$ cat config.mk
export PLATFORM = sky130hd
export DESIGN_NAME = conv3x3_mac_rgb888
export DESIGN_NICKNAME = d
export VERILOG_FILES = /design/src/rtl/conv3x3_mac_rgb888_pkg.sv /design/src/rtl/conv3x3_mac_rgb888_sat.sv /design/src/rtl/conv3x3_mac_rgb888.sv
export SDC_FILE = /design/constraint.sdc
export NUM_CORES = 1
export LEC_CHECK = 0
export ABC_AREA = 1
export ABC_CLOCK_PERIOD_IN_PS = 18300
export BUFFER_PORTS_ARGS = -buffer_cell sky130_fd_sc_hd__buf_2
export CAP_MARGIN = 20
export CELL_PAD_IN_SITES_DETAIL_PLACEMENT = 2
export CELL_PAD_IN_SITES_GLOBAL_PLACEMENT = 2
export CORE_MARGIN = 3
export CORE_UTILIZATION = 37
export DETAILED_ROUTE_END_ITERATION = 10
export PLACE_DENSITY_LB_ADDON = 0.1
export SETUP_SLACK_MARGIN = 0.2
export SLEW_MARGIN = 20
export SYNTH_ARGS = -nofsm -noshare
export SYNTH_HDL_FRONTEND = slang
export SYNTH_SLANG_ARGS = --single-unit
$ cat constraint.sdc
create_clock -name iClk -period 18.3 [get_ports iClk]
set_input_delay 0.915 -clock iClk [delete_from_list [all_inputs] [get_ports iClk]]
set_output_delay 0.915 -clock iClk [all_outputs]
set_load 0.01 [all_outputs]
$ cat src/rtl/conv3x3_mac_rgb888_pkg.sv
// conv3x3_mac_rgb888_pkg: shared states, widths, channel slices and tap multiplier
package conv_pkg;
  localparam int ACC_W_DEF = 21;
  localparam int SHIFT_DEF = 4;
  localparam int TAPS = 9;
  localparam int R_MSB = 23;
  localparam int R_LSB = 16;
  localparam int G_MSB = 15;
  localparam int G_LSB = 8;
  localparam int B_MSB = 7;
  localparam int B_LSB = 0;
  typedef enum logic [1:0] {IDLE = 2'd0, MAC = 2'd1, SAT = 2'd2} state_e;
  function automatic logic signed [16:0] tap_mul(input logic [7:0] p, input logic [7:0] k);
    return $signed({1'b0, p}) * $signed(k);
  endfunction
endpackage

$ cat src/rtl/conv3x3_mac_rgb888_sat.sv
// conv3x3_sat: round, arithmetic shift and clamp one signed accumulator to 0..255
//   acc in  ACC_W  signed channel accumulator
//   res out 8      clamped channel value
module conv3x3_sat #(
  parameter int ACC_W = 21,
  parameter int SHIFT = 4
) (
  input  logic [ACC_W-1:0] acc,
  output logic [7:0]       res
);
  localparam logic [ACC_W-1:0] RND = (SHIFT > 0) ? (ACC_W'(1) << ((SHIFT > 0) ? SHIFT - 1 : 0)) : '0;
  logic [ACC_W-1:0] sum;
  logic [ACC_W-1:0] r;
  always_comb begin
    sum = acc + RND;
    r = $signed(sum) >>> SHIFT;
    res = r[ACC_W-1] ? 8'h00 : (|r[ACC_W-2:8]) ? 8'hFF : r[7:0];
  end
endmodule

$ cat src/rtl/conv3x3_mac_rgb888.sv
// conv3x3_mac_rgb888: per-channel signed 3x3 convolution of one RGB888 window, one tap per cycle
//   iClk/iRst      clock, async active-low reset
//   iValid         window valid; accepted only when idle
//   iWin0..8       window pixels, row-major, [23:16] R [15:8] G [7:0] B
//   iK0..8         signed kernel weights
//   oBusy          high while a window is in flight (state register decode only)
//   oPixel/oValid  clamped result, held; oValid pulses one cycle on update
module conv3x3_mac_rgb888
  import conv_pkg::*;
#(
  parameter int SHIFT = SHIFT_DEF,
  parameter int ACC_W = ACC_W_DEF
) (
  input  logic        iClk,
  input  logic        iRst,
  input  logic        iValid,
  input  logic [23:0] iWin0, iWin1, iWin2, iWin3, iWin4, iWin5, iWin6, iWin7, iWin8,
  input  logic [7:0]  iK0, iK1, iK2, iK3, iK4, iK5, iK6, iK7, iK8,
  output logic        oBusy,
  output logic [23:0] oPixel,
  output logic        oValid
);
  state_e                state_q, state_d;
  logic [3:0]            cnt_q, cnt_d;
  logic [8:0][23:0]      win_q, win_d;
  logic [8:0][7:0]       k_q, k_d;
  logic [2:0][ACC_W-1:0] acc_q, acc_d;
  logic [23:0]           pixel_q, pixel_d;
  logic                  valid_q, valid_d;
  logic [23:0]           pix;
  logic [7:0]            kw;
  logic [2:0][16:0]      prod;
  logic [2:0][7:0]       sat;
  always_comb begin
    state_d = state_q;
    cnt_d = cnt_q;
    win_d = win_q;
    k_d = k_q;
    acc_d = acc_q;
    pixel_d = pixel_q;
    valid_d = 1'b0;
    pix = win_q[cnt_q];
    kw = k_q[cnt_q];
    for (int c = 0; c < 3; c++) prod[c] = tap_mul(pix[c*8 +: 8], kw);
    case (state_q)
      IDLE: if (iValid) begin
        win_d = {iWin8, iWin7, iWin6, iWin5, iWin4, iWin3, iWin2, iWin1, iWin0};
        k_d = {iK8, iK7, iK6, iK5, iK4, iK3, iK2, iK1, iK0};
        acc_d = '0;
        cnt_d = '0;
        state_d = MAC;
      end
      MAC: begin
        for (int c = 0; c < 3; c++) acc_d[c] = acc_q[c] + {{(ACC_W-17){prod[c][16]}}, prod[c]};
        cnt_d = cnt_q + 4'd1;
        state_d = (cnt_q == 4'(TAPS - 1)) ? SAT : MAC;
      end
      SAT: begin
        pixel_d = {sat[2], sat[1], sat[0]};
        valid_d = 1'b1;
        cnt_d = '0;
        state_d = IDLE;
      end
      default: state_d = IDLE;
    endcase
  end
  always_ff @(posedge iClk or negedge iRst) begin
    if (!iRst) begin
      state_q <= IDLE;
      cnt_q <= '0;
      win_q <= '0;
      k_q <= '0;
      acc_q <= '0;
      pixel_q <= '0;
      valid_q <= 1'b0;
    end else begin
      state_q <= state_d;
      cnt_q <= cnt_d;
      win_q <= win_d;
      k_q <= k_d;
      acc_q <= acc_d;
      pixel_q <= pixel_d;
      valid_q <= valid_d;
    end
  end
  for (genvar g = 0; g < 3; g++) begin : g_sat
    conv3x3_sat #(.ACC_W(ACC_W), .SHIFT(SHIFT)) u_sat (.acc(acc_q[g]), .res(sat[g]));
  end
  assign oBusy = (state_q != IDLE);
  assign oPixel = pixel_q;
  assign oValid = valid_q;
endmodule

---- Yosys cells after proc, flatten, opt, wreduce, memory -nomap -nowiden ----
Cells that the tools add are included.
cells by class
  $lt $le $gt $ge ......................... 1
  multipliers ............................. 3
  multiplexer cells ....................... 18
  eq/ne operators ......................... 4
  reduce and logical (&&, ||, !) cells .... 10
  add/sub/neg operators ................... 7
operators with widths
  operator                                             number
  case mux 63 bit (2 select lines)                     1
  binary-select mux 24 bit (select 4 bit)              1
  adder 21 bit                                         3
  adder 21 x 4 -> 21 bit, second input constant        3
  two-way mux 63 bit                                   1
  two-way mux 8 bit                                    7
  multiplier 9 x 8 -> 17 bit                           3
  binary-select mux 8 bit (select 4 bit)               1
  OR reduction 9 bit                                   3
  two-way mux 24 bit                                   1
  case mux 4 bit (3 select lines)                      1
  AND reduction 2 bit                                  3
  < comparator 4 x 5 -> 1 bit, second input constant   1
  adder 4 x 1 -> 4 bit, second input constant          1
  equality test 4 bit, second input constant           1
  two-way mux 2 bit                                    2
  two-way mux 4 bit                                    1
  case mux 2 bit (2 select lines)                      1
  nonzero test 2 bit                                   2
  nonzero test 3 bit                                   1
  equality test 2 x 1 -> 1 bit, second input constant  1
  equality test 2 bit, second input constant           1
  logical NOT 2 bit                                    1
  != test 2 bit, second input constant                 1
  two-way mux 1 bit                                    1
storage, ports and cells
  register bits ........................... 382
  logic and storage cells ................. 68
  input bits .............................. 291
  output and inout bits ................... 26

---- Logic depth before layout (Yosys ltp) ----
  depth after elaboration ................. 5
  depth in mapped cells ................... 37
  mapped depth without buffers ............ 35

---- Cells and area by module ----
A second synthesis with hierarchy kept.
unflattened totals
  cell total of the unflattened synthesis .. 3,970
  area, all modules ....................... 28,944.0 sq um
by module, submodules not included
  module              instances  sequential area each (sq um)  cells each  area an instance (sq um)
  conv3x3_mac_rgb888  1          9,559.2                       3,664       27,247.4
  conv3x3_sat         3          0.0                           102         565.5

---- Least setup slack after synthesis ----
No wires, ideal clock.
  kind .................................... flip-flop to flip-flop
  start point ............................. register cnt_q[0]
  end point ............................... register acc_q[41] (netlist bit)
  cell stages (with the launch flop) ...... 36
  setup time .............................. 0.118 ns
  arrival ................................. 5.831 ns
  data required time ...................... 18.182 ns
  path slack .............................. 12.351 ns
  cell sequence ........................... dfrtp_1 > buf_4 > buf_6 > o21ai_0 > o22ai_1 > o211ai_1 > o21ai_2 > buf_4 > nand2_1 > inv_1 > fa_1 > inv_1 > fa_1 > inv_1 > fa_1 > inv_1 > fa_1 > inv_1 > ha_1 > nand2_1 > inv_1 > a21oi_1 > o21ai_0 > a21oi_1 > xor2_1 > inv_1 > ha_1 > nand2_1 > inv_1 > nand2_1 > nor3_1 > nand3_1 > nand3_1 > nand3_1 > nand3_1 > nand2_1
between the ends
  cells in the longest elaborated chain, start to end .. 5
RTL lines
  element                                                                                            RTL line                                            text
  start: declaration                                                                                 conv3x3_mac_rgb888.sv:24                            logic [3:0] cnt_q, cnt_d;
  start signal: assignment                                                                           conv3x3_mac_rgb888.sv:78                            cnt_q <= cnt_d;
  binary-select mux 24 bit (select 4 bit) or binary-select mux 8 bit (select 4 bit) (tied branches)  conv3x3_mac_rgb888.sv:42, conv3x3_mac_rgb888.sv:43
  two-way mux 24 bit (not written as such) or two-way mux 8 bit (tied branches)                      conv3x3_mac_rgb888.sv:42, conv3x3_mac_rgb888.sv:43
  multiplier 9 x 8 -> 17 bit (*)                                                                     conv3x3_mac_rgb888_pkg.sv:14                        return $signed({1'b0, p}) * $signed(k);
  adder 21 bit (*)                                                                                   conv3x3_mac_rgb888.sv:54                            for (int c = 0; c < 3; c++) acc_d[c] = acc_q[c] + {{(ACC_W-17){prod[c][16]}}, prod[c]};
  case mux 63 bit (2 select lines) (*)                                                               conv3x3_mac_rgb888.sv:45                            case (state_q)
  end signal: assignment                                                                             conv3x3_mac_rgb888.sv:73                            acc_q <= '0;
  end signal: assignment                                                                             conv3x3_mac_rgb888.sv:81                            acc_q <= acc_d;
  end: declaration                                                                                   conv3x3_mac_rgb888.sv:27                            logic [2:0][ACC_W-1:0] acc_q, acc_d;
Mark *: on every way between the ends. The rest lies on a longest branch, timed or not. The select of a mux whose other input is x is not followed.
A chain may end at the register's enable or synchronous reset.

---- Final worst setup path ----
  start point ............................. register cnt_q[0]
  end point ............................... register acc_q[15] (netlist bit)
The elaborated chain is that of the path after synthesis.

==> impl_metrics.toml <==
[layout]
final_nets = 4776
layout-drive-gt1-share = 0.120
fin_cells = 5243
syn_to_final_growth_pct = 14.2
fillers = 9226
final_design_area_no_fill_sq_mm = 0.0327
multi_input_area_sq_mm = 0.0164
seq_area_sq_mm = 0.00957

[grt]
grt_max_degree = 211
antenna_found_initial = 2
grt-ovfl-total = 0
grt_first_pass_wirelength_mm = 176
grt_pass1_vias = 30698
grt.total_usage = 0.276

[yosys]
synth-async-reset-ratio = 1.00
syn_area_per_cell_sq_um = 7.30
synth_nets = 4530
synthFlopType = "dfrtp_1"
synth_edf_count = 0
yosys-top-cells-area = "dfrtp_1 (33%), nand2_1 (19%), ha_1 (8.6%), fa_1 (8.0%), inv_1 (6.8%)"
yosysWarnings = 0
synth_area_sq_mm = 0.0287
post_synth_num_cell_types = 43
synth.largest_area_cell = "dfrtp_1"
synthCells = 3928
synth_top_area_share = 0.333
yosys_register_bits = 382
seq_area_frac_synth = 0.333

[worst_setup_path]
critPathBufInv = 5
required_ps = 18740
crit_top_cell = "fa_1"
critPathTopFamily = "adder cells"
critPathKind = "reg2reg"
crit_path_end_kind = "flip-flop"
slowest_delay_ps = 870
cp-start-kind = "flip-flop"
slowest_stage = "dfrtp_4"
cp_max_fo = 70
arrival_ps = 9120

[placement]
place_area_sq_mm = 0.0310
place_congestion = 0.842
io_buffers = 316
post-dp-hpwl_mm = 82.1
placed_cells = 5152

[clocking]
cts_buffer_depth = 3
htreeDepth = 2
clk_pin_slew_worst_paths_ps = 60
root_buffer = "clkbuf_16"
clock-sinks = 382
post-cts-setup-buffer-count = 0
ctsHoldBuffers = 0
cts_buffers = 50
post_cts_resized = 0
clk_latency_ps = 630
cts_tree = "yes"

[routing]
via_per_inst = 5.21
vias = 27311
wirelength_mm = 112
ant_nets = 0
initialDrtViolationCount = 1464
wl_per_cell_um = 21.3
drt_pass1_iterations = 5
drc = 0

[sta]
drv_slew = 0
rsz0062_at_grt = "false"
period_share = 0.474
worstMarginPinSlew_ps = 1170
timing.fmax_ghz = 0.115
hold_viol_final = 0
relSlewSlack = 0.221
final.min_clock_period_ps = 8680
setup_viol = 0
finalSetupTns_ps = 0
clock_skew_ps = 35.2

[run]
maxCapViolations = 0

[hold_path]
min_path_type = "in2async"

[floorplanning]
core-area_sq_mm = 0.0763
start_util = 0.376
row_count = 101
dieArea_sq_mm = 0.0809
dieHeight_um = 284
pin_count = 317
dieWidth_um = 284

[status]
run_status = "completed"
[synth_stat cells, types with 50 or more instances]
master,n
o221ai_1,53
nor2_1,261
o21ai_0,246
ha_1,197
nand3_1,124
fa_1,114
a21oi_1,113
xor2_1,50
nand2_1,1454
dfrtp_1,382
clkbuf_1,86
inv_1,522
[final timing paths]
check,from,end,slack (ps),cells after the start
min in group iClk,oPixel[6]$_DFFE_PN0P_,oPixel[6]$_DFFE_PN0P_,470,2
setup / recovery,cnt_q[0]$_DFFE_PN0P_,acc_q[15]$_DFFE_PN0P_,9620,28
hold / removal,iRst,k_q[26]$_DFFE_PN0P_,380,1
max in group asynchronous,iRst,acc_q[56]$_DFFE_PN0P_,16300,2
hold reg to reg,oPixel[6]$_DFFE_PN0P_,oPixel[6]$_DFFE_PN0P_,470,2
setup reg to reg,cnt_q[0]$_DFFE_PN0P_,acc_q[15]$_DFFE_PN0P_,9620,28
[layout make-up]
class                   instances  share of cell area
multi-input cells            2866               0.500
clock inverters                15             0.00566
repair buffers                344              0.0562
inverters                     530              0.0611
clock buffers                  75              0.0457
well taps                    1030              0.0394
diodes                          1           0.0000765
flip-flops and latches        382               0.292
[layer usage]
layer  track usage  vias up  wire length [um]
met1         0.357    13857             49400
met2         0.485      455             55000
met5             0        -                 0
met4        0.0849        0              3610
met3        0.0285      166              3640
li1              -    12833                 -
[registers in the layout, summed over array words and instances (netlist names)]
| name | cells |
|---|---|
| acc_q | 63 |
| cnt_q | 4 |
| k_q | 72 |
| oPixel | 24 |
| oValid | 1 |
| state_q | 2 |
| win_q | 216 |
[stage by stage]
stage | setup slack, ps | utilization | hold slack (ps)
after global placement | 10030 | 0.407 | 457
after CTS | 9640 | 0.429 | 424
after floorplan | 12350 | - | 444
final | 9620 | 0.429 | 377
after global routing | 9130 | 0.429 | 431
after detailed placement | 9850 | 0.407 | 460
[logic make-up (layout without fill, tap and decap cells)]
kind of cell               after synthesis  after routing  share of synthesized area
buffers and inverters                  680            964                     0.0965
xor gates and xnor gates                71             71                     0.0220
other                                    0              1                          0
AOI/OAI and AO/OA                      519            519                      0.107
DFF                                    382            382                      0.333
and+or+nand+nor                       1965           1965                      0.275
adders and majority gates              311            311                      0.166
[cell usage in the layout (no fill, tap or decap), types with 9 or more instances in the layout]
cell type | netlist | layout
xnor2_1 | 20 | 20
clkbuf_8 | 0 | 13
nor2_1 | 261 | 261
o21ai_0 | 246 | 246
o221ai_1 | 53 | 53
buf_4 | 11 | 25
o21ai_2 | 32 | 32
nand3_1 | 124 | 124
inv_1 | 522 | 522
o22ai_1 | 21 | 21
nand2_2 | 9 | 9
nand2_1 | 1454 | 1453
nor2_2 | 12 | 11
fa_1 | 114 | 114
nor3_1 | 25 | 25
dfrtp_1 | 382 | 379
ha_1 | 197 | 197
xor2_1 | 50 | 50
clkbuf_1 | 86 | 11
a21oi_1 | 113 | 113
nor2_4 | 10 | 11
buf_2 | 23 | 315
clkbuf_16 | 0 | 51
nand4_1 | 47 | 47
a21o_1 | 16 | 16
o211ai_1 | 9 | 9
Power is left out: the tool's default activity adds up to more than one toggle a clock period on the data nets, which glitch-free logic cannot reach.
